$ cat config.mk
export PLATFORM = sky130hd
export DESIGN_NAME = timekeeper
export DESIGN_NICKNAME = d
export VERILOG_FILES = /design/src/rtl/timekeeper.sv
export SDC_FILE = /design/constraint.sdc
export NUM_CORES = 1
export LEC_CHECK = 0
export ABC_CLOCK_PERIOD_IN_PS = 3000
export CORE_UTILIZATION = 40
export DETAILED_ROUTE_END_ITERATION = 10
export GPL_ROUTABILITY_DRIVEN = 0
export PLACE_DENSITY = 0.6
export REMOVE_ABC_BUFFERS = 1
export SLEW_MARGIN = 40
export SYNTH_ARGS = -nofsm -noshare
export SYNTH_HDL_FRONTEND = slang
export SYNTH_SLANG_ARGS = --single-unit
$ cat constraint.sdc
create_clock -name clk -period 3 [get_ports clk]
set_input_delay 0.9 -clock clk [delete_from_list [all_inputs] [get_ports clk]]
set_output_delay 0.9 -clock clk [all_outputs]
set_load 0.02 [all_outputs]
$ cat src/rtl/timekeeper.sv
// Real-time clock: one-second prescaler, BCD hour/minute/second in 24h or 12h+PM mode,
// validated time loads and a single armed alarm.
module timekeeper #(
  parameter int unsigned CLK_HZ   = 50000000,
  parameter bit          H24      = 1'b1,
  parameter bit          ALARM_EN = 1'b1
) (
  input  logic       clk,
  input  logic       resetn,
  input  logic       run,
  input  logic       set_load,
  input  logic [7:0] set_hour,
  input  logic [7:0] set_minute,
  input  logic [7:0] set_second,
  input  logic       set_pm,
  input  logic       alarm_load,
  input  logic       alarm_clear,
  output logic [7:0] hour,
  output logic [7:0] minute,
  output logic [7:0] second,
  output logic       pm,
  output logic       tick,
  output logic       alarm_hit,
  output logic       set_err,
  output logic       alarm_armed
);

  localparam int unsigned   PW       = (CLK_HZ > 2) ? $clog2(CLK_HZ) : 1;
  localparam logic [PW-1:0] PresMax  = PW'(CLK_HZ - 1);
  localparam logic [7:0]    HourRst  = H24 ? 8'h00 : 8'h12;

  logic [PW-1:0] presc_q, presc_d;
  logic [7:0]    hour_q, hour_d, min_q, min_d, sec_q, sec_d;
  logic          pm_q, pm_d;
  logic          tick_q, tick_d, hit_q, hit_d, err_q, err_d;
  logic          armed_q, armed_d;
  logic [7:0]    al_hour_q, al_hour_d, al_min_q, al_min_d, al_sec_q, al_sec_d;
  logic          al_pm_q, al_pm_d;

  logic          advance, set_valid, load_ok, load_bad, alm_ok, alm_bad;
  logic [7:0]    adv_hour, adv_min, adv_sec;
  logic          adv_pm, sec_wrap, min_wrap;

  function automatic logic bcd_ok(input logic [7:0] v);
    return (v[7:4] <= 4'd9) && (v[3:0] <= 4'd9);
  endfunction

  function automatic logic time_ok(input logic [7:0] h, input logic [7:0] m,
                                   input logic [7:0] s);
    logic hour_range;
    hour_range = H24 ? (h <= 8'h23) : ((h != 8'h00) && (h <= 8'h12));
    return bcd_ok(h) && bcd_ok(m) && bcd_ok(s) && (m <= 8'h59) && (s <= 8'h59) && hour_range;
  endfunction

  function automatic logic [7:0] bcd_inc(input logic [7:0] v);
    if (v[3:0] == 4'd9) return {v[7:4] + 4'd1, 4'd0};
    else                return {v[7:4], v[3:0] + 4'd1};
  endfunction

  assign advance   = run && (presc_q == PresMax);
  assign set_valid = time_ok(set_hour, set_minute, set_second);
  assign load_ok   = set_load && set_valid;
  assign load_bad  = set_load && !set_valid;
  assign alm_ok    = ALARM_EN && alarm_load && set_valid;
  assign alm_bad   = ALARM_EN && alarm_load && !set_valid;

  // Time after one second elapses, with BCD carries.
  always_comb begin
    sec_wrap = (sec_q == 8'h59);
    min_wrap = (min_q == 8'h59);
    adv_sec  = sec_wrap ? 8'h00 : bcd_inc(sec_q);
    adv_min  = min_q;
    adv_hour = hour_q;
    adv_pm   = pm_q;
    if (sec_wrap) begin
      adv_min = min_wrap ? 8'h00 : bcd_inc(min_q);
      if (min_wrap) begin
        if (H24) begin
          adv_hour = (hour_q == 8'h23) ? 8'h00 : bcd_inc(hour_q);
        end else begin
          adv_hour = (hour_q == 8'h12) ? 8'h01 : bcd_inc(hour_q);
          // PM flips on the 11 -> 12 transition, not on 12 -> 01.
          if (hour_q == 8'h11) adv_pm = ~pm_q;
        end
      end
    end
  end

  always_comb begin
    presc_d   = presc_q;
    hour_d    = hour_q;
    min_d     = min_q;
    sec_d     = sec_q;
    pm_d      = pm_q;
    tick_d    = 1'b0;
    hit_d     = 1'b0;
    err_d     = load_bad || alm_bad;
    armed_d   = armed_q;
    al_hour_d = al_hour_q;
    al_min_d  = al_min_q;
    al_sec_d  = al_sec_q;
    al_pm_d   = al_pm_q;

    if (run) presc_d = advance ? '0 : presc_q + PW'(1);

    // A valid load overrides a coincident advance and restarts the second.
    if (load_ok) begin
      hour_d  = set_hour;
      min_d   = set_minute;
      sec_d   = set_second;
      pm_d    = H24 ? 1'b0 : set_pm;
      presc_d = '0;
    end else if (advance) begin
      hour_d = adv_hour;
      min_d  = adv_min;
      sec_d  = adv_sec;
      pm_d   = adv_pm;
      tick_d = 1'b1;
      hit_d  = ALARM_EN && armed_q && (adv_hour == al_hour_q) && (adv_min == al_min_q) &&
               (adv_sec == al_sec_q) && (H24 || (adv_pm == al_pm_q));
    end

    if (alarm_clear) begin
      armed_d = 1'b0;
    end else if (alm_ok) begin
      armed_d   = 1'b1;
      al_hour_d = set_hour;
      al_min_d  = set_minute;
      al_sec_d  = set_second;
      al_pm_d   = H24 ? 1'b0 : set_pm;
    end
  end

  always_ff @(posedge clk or negedge resetn) begin
    if (!resetn) begin
      presc_q   <= '0;
      hour_q    <= HourRst;
      min_q     <= 8'h00;
      sec_q     <= 8'h00;
      pm_q      <= 1'b0;
      tick_q    <= 1'b0;
      hit_q     <= 1'b0;
      err_q     <= 1'b0;
      armed_q   <= 1'b0;
      al_hour_q <= HourRst;
      al_min_q  <= 8'h00;
      al_sec_q  <= 8'h00;
      al_pm_q   <= 1'b0;
    end else begin
      presc_q   <= presc_d;
      hour_q    <= hour_d;
      min_q     <= min_d;
      sec_q     <= sec_d;
      pm_q      <= pm_d;
      tick_q    <= tick_d;
      hit_q     <= hit_d;
      err_q     <= err_d;
      armed_q   <= armed_d;
      al_hour_q <= al_hour_d;
      al_min_q  <= al_min_d;
      al_sec_q  <= al_sec_d;
      al_pm_q   <= al_pm_d;
    end
  end

  assign hour        = hour_q;
  assign minute      = min_q;
  assign second      = sec_q;
  assign pm          = pm_q;
  assign tick        = tick_q;
  assign alarm_hit   = hit_q;
  assign set_err     = err_q;
  assign alarm_armed = armed_q;

endmodule
Word level (Yosys, flattened, before mapping):

Cells that the tools add are included.

* register bits: 78
* bits of input ports: 31
* word-level logic and storage cells: 84

* $add $sub $neg: 7
* order comparisons: 9
* equal/unequal tests: 10
* muxes and demuxes: 24
* bitwise operators: 1
* reduce and logical (&&, ||, !) cells: 22

Operator list (count)
* 8-bit 2-to-1 mux: 15
* 26-bit 2-to-1 mux: 3
* 26-bit by 1-bit adder with 26-bit output (second input constant): 1
* 26-bit equality test (second input constant): 1
* 4-bit by 1-bit adder with 4-bit output (second input constant): 6
* 8-bit equality test: 3
* 4-bit <= comparator (second input constant): 6
* 8-bit by 7-bit equality test with 1-bit output (second input constant): 2
* 8-bit by 7-bit <= comparator with 1-bit output (second input constant): 2
* 1-bit logical AND: 16
* 4-bit equality test (second input constant): 3
* 8-bit by 6-bit equality test with 1-bit output (second input constant): 1
* 8-bit by 6-bit <= comparator with 1-bit output (second input constant): 1
* 1-bit 2-to-1 mux: 6
* 2-bit nonzero test: 3
* 2-bit AND reduction: 1
* 1-bit zero test: 1
* 1-bit logical OR: 1
* 1-bit inverter: 1

Longest topological paths before layout:

* word-level depth: 11
* depth in mapped cells: 10
* gate-level depth less buffers: 9

Worst setup path after synthesis:

No wires, ideal clock.

* path type: in2reg
* start point: input port set_hour[7]
* end point: register presc_q[17]
* library setup time: 0.121 ns
* arrival time: 2.490 ns
* data required time: 2.879 ns
* setup slack: 0.389 ns
* cell stages on the path: 8
* cells stage by stage: nor4_1 -> and3b_1 -> a31oi_2 -> or2_1 -> buf_2 -> nor4_1 -> xnor2_1 -> nor2_1

* word-level cells in the longest chain between the ends: 9

RTL lines
* from (decl): RTL line 12 `input logic [7:0] set_hour,`
* 4-bit <= comparator: RTL line 45 `return (v[7:4] <= 4'd9) && (v[3:0] <= 4'd9);`
* 1-bit logical AND: RTL line 45
* 1-bit logical AND (4 in series): RTL line 52 `return bcd_ok(h) && bcd_ok(m) && bcd_ok(s) && (m <= 8'h59) && (s <= 8'h59) && hour_range;`
* 1-bit logical AND *: RTL line 52
* 1-bit logical AND *: RTL line 62 `assign load_ok = set_load && set_valid;`
* 26-bit 2-to-1 mux / 2-bit nonzero test (equally long branches)
* to (signal assigned): RTL line 150 `presc_q <= presc_d;`
* to (decl): RTL line 32 `logic [PW-1:0] presc_q, presc_d;`

Every way passes the cells marked *; elsewhere a longest branch is shown, timed or not.
A chain may end at the register's enable or synchronous reset.

Worst setup path after layout:

* start point: input port set_second[1]
* end point: register al_hour_q[1]

* word-level cells in the longest chain between the ends: 8

RTL lines
* from (decl): RTL line 14 `input logic [7:0] set_second,`
* 4-bit <= comparator: RTL line 45
* 1-bit logical AND: RTL line 45
* 1-bit logical AND (2 in series): RTL line 52
* 1-bit logical AND * (2 in series): RTL line 52
* 1-bit logical AND *: RTL line 64 `assign alm_ok = ALARM_EN && alarm_load && set_valid;`
* 2-bit AND reduction (no source line) *
* to (signal assigned): RTL line 145 `al_hour_q <= HourRst;`
* to (signal assigned): RTL line 159 `al_hour_q <= al_hour_d;`
* to (decl): RTL line 37 `logic [7:0] al_hour_q, al_hour_d, al_min_q, al_min_d, al_sec_q, al_sec_d;`

Marks and branches as above.

==> results.json <==
{
  "outcome": "finished, final reports clean",
  "fin_nets": 694,
  "cp.required_ns": 3.22,
  "synth_top_area_frac": 0.394,
  "yosysSeqAreaShare": 0.394,
  "num_antenna_cells": 0,
  "grt_max_degree": 43,
  "rows": 40,
  "synthTopCellsByCount": "dfrtp_1 (78), nor2_1 (73), nand2_1 (44), a21oi_1 (34), o21ai_0 (27)",
  "synth_warnings": 0,
  "io_buffers": 57,
  "antenna_found_initial": 0,
  "grt_pass1_wl_mm": 22.1,
  "ys_seq_elements": 78,
  "die_area_mm2": 0.0128,
  "relSlewSlack": 0.581,
  "finalPower_mw": 3.00,
  "start_kind": "primary input",
  "powerDensity_mw_per_mm2": 472,
  "crit_top_cell": "buf_4",
  "synthDistinctLibCells": 64,
  "slowest_stage": "clkdlybuf4s50_1",
  "critical_path_class": "in2reg",
  "grtUsageTotal": 0.221,
  "syn_area_mm2": 0.00495,
  "fp.dieH_um": 113,
  "maxCapViolations": 0,
  "postSynthCellCount": 548,
  "leakage_nw": 2.76,
  "worst_pin_slew_ns": 0.623,
  "totalWireLength_mm": 13.6,
  "clkTransAtPathRegs_ns": 0.06,
  "drt_iter0_drc": 230,
  "synthTopCellsByArea": "dfrtp_1 (39%), nor2_1 (5.5%), mux2_2 (4.6%)",
  "die_w_um": 113,
  "timing.rr.start": "second[1]$_DFFE_PN0P_",
  "crit_fanout": 23,
  "wl_per_cell_um": 16.5,
  "drcViolationCount": 0,
  "setup_violations": 0,
  "ys.flop_type": "dfrtp_1",
  "cts_buffers": 9,
  "yosys.area.top_type": "dfrtp_1",
  "cts_root_buf": "clkbuf_16",
  "cts_tree": "built",
  "fin_crit_sh": 0.954,
  "drt-pass1-iter-count": 4,
  "start_util": 0.410,
  "cts_buffer_depth": 2,
  "grt-ovfl-total": 0,
  "fin_skew_ns": 0.00790,
  "synth.avg_cell_area_um2": 9.03,
  "ys_async_sr_fraction": 1.00,
  "rsz0062_at_grt": "false",
  "drive_gt1_frac": 0.168,
  "fin_area_mm2": 0.00636,
  "ir_drop_mv": 0.332,
  "insertion_delay_ns": 0.34,
  "yosysMostFrequentCell": "dfrtp_1",
  "synth_edf_count": 0,
  "ant_nets": 0,
  "hold_buffers": 0,
  "area.growth.synth_to_final_pct": 28.5,
  "hold_class": "reg2reg",
  "cp-end-kind": "flop",
  "fin_util": 0.527,
  "htreeDepth": 3,
  "crit_path_start": "set_second[1]",
  "vias": 4531,
  "max_freq_ghz": 0.349,
  "postPlaceCellArea_mm2": 0.00606,
  "hpwl_mm": 10.2,
  "maxSlewViolCount": 0,
  "ios": 60,
  "crit_path_max_incr_delay_ns": 0.49,
  "min-delay-start": "presc_q[23]$_DFFE_PN0P_",
  "core_area_mm2": 0.0121,
  "finalCriticalPeriod_ns": 2.86,
  "hold_violations": 0,
  "first_global_vias": 4365,
  "cp.arrival_ns": 3.08,
  "vias_per_cell": 5.51,
  "cts_num_sinks": 78,
  "worstPathCellList": "clkdlybuf4s50_1 > o21ai_1 > buf_4 > nand3_1 > nor3_1 > buf_4 > and3_1 > buf_12 > mux2_2",
  "setup_tns_ns": 0
}
==> layer usage <==
metal,wire [um],GRT usage
met5,0,0
met4,248,0.0754
met3,645,0.0402
met2,6380,0.359
met1,6300,0.295
==> stage by stage <==
stage | std cells | hold slack [ns] | worst slack (ns)
2_1_floorplan | 526 | 0.437 | -0.0509
3_3_place_gp | 807 | 0.467 | -0.279
3_5_place_dp | 807 | 0.492 | -0.276
4_1_cts | 823 | 0.501 | 0.0611
5_1_grt | 823 | 0.534 | 0.0208
6_report | 823 | 0.501 | 0.137
==> state kept, by name (all words and copies together), names as in the netlist, 8 cells and up <==
| name | cells |
|---|---|
| al_hour_q | 8 |
| al_sec_q | 8 |
| minute | 8 |
| second | 8 |
| al_min_q | 8 |
| hour | 8 |
| presc_q | 26 |
==> worst paths after layout <==
kind / to / slack (ns) / depth (start not counted)
min in group asynchronous: minute[2]$_DFFE_PN0P_ / 0.52 / 1
hold / removal: presc_q[23]$_DFFE_PN0P_ / 0.50 / 1
hold reg to reg: presc_q[23]$_DFFE_PN0P_ / 0.50 / 1
max in group asynchronous: presc_q[3]$_DFFE_PN0P_ / 1.87 / 2
setup / recovery: al_hour_q[1]$_DFFE_PN0P_ / 0.14 / 9
setup reg to reg: alarm_hit$_DFF_PN0_ / 0.17 / 9
==> what timing repair did <==
| item | 4_1_cts | 5_1_grt |
|---|---|---|
| setup buffers | 0 | 0 |
| setup endpoints to repair | 0 | 26 |
| resized for setup | 0 | 2 |
==> critical path, delay by kind of cell <==
kind	cells	cell delay [ns]
simple gates	3	0.51
compound gates	1	0.29
buf+inv	4	1.02
mux	1	0.35
==> area by class of cell <==
cell class              count  area [um^2]
flip-flops and latches     78         1950
multi-input cells         433         2830
clock inverters             3         17.5
clock buffers              13          270
fillers                  1124         5700
repair buffers            113         1030
well taps                 168          210
inverters                  15         56.3
==> kinds of logic after synthesis <==
logic type / Yosys count / synth area share
and+or+nand+nor: 242 / 0.258
AOI/OAI and AO/OA: 106 / 0.138
DFF: 78 / 0.394
xor gates and xnor gates: 40 / 0.0708
buffers and inverters: 37 / 0.0372
muxes: 31 / 0.0677
adders and majority gates: 13 / 0.0329
other: 1 / 0.000758
==> cells in the final DEF, fill, tap and decap left out, types with 5 or more instances in the layout <==
cell	Yosys	final
a21oi_1	34	34
a31oi_1	9	9
and3_1	7	7
buf_4	3	54
clkbuf_16	0	9
clkdlybuf4s50_1	0	56
dfrtp_1	78	78
ha_1	13	13
inv_1	15	15
mux2_2	20	20
mux2i_1	11	11
nand2_1	44	44
nand2b_1	7	7
nand3_1	23	23
nand3b_1	5	5
nand4_1	12	12
nor2_1	73	73
nor2b_1	8	8
nor3_1	19	19
nor4_1	13	12
o21ai_0	27	26
o31ai_1	5	5
or3_1	7	7
xnor2_1	21	21
xor2_1	19	19
==> where the power goes <==
| part | switching (mW) | internal, mW |
|---|---|---|
| combinational | 0.330 | 0.319 |
| clock | 0.430 | 0.626 |
| sequential | 0.149 | 1.15 |
| total | 0.908 | 2.09 |
No activity file was read; power rests on OpenSTA's default activity.
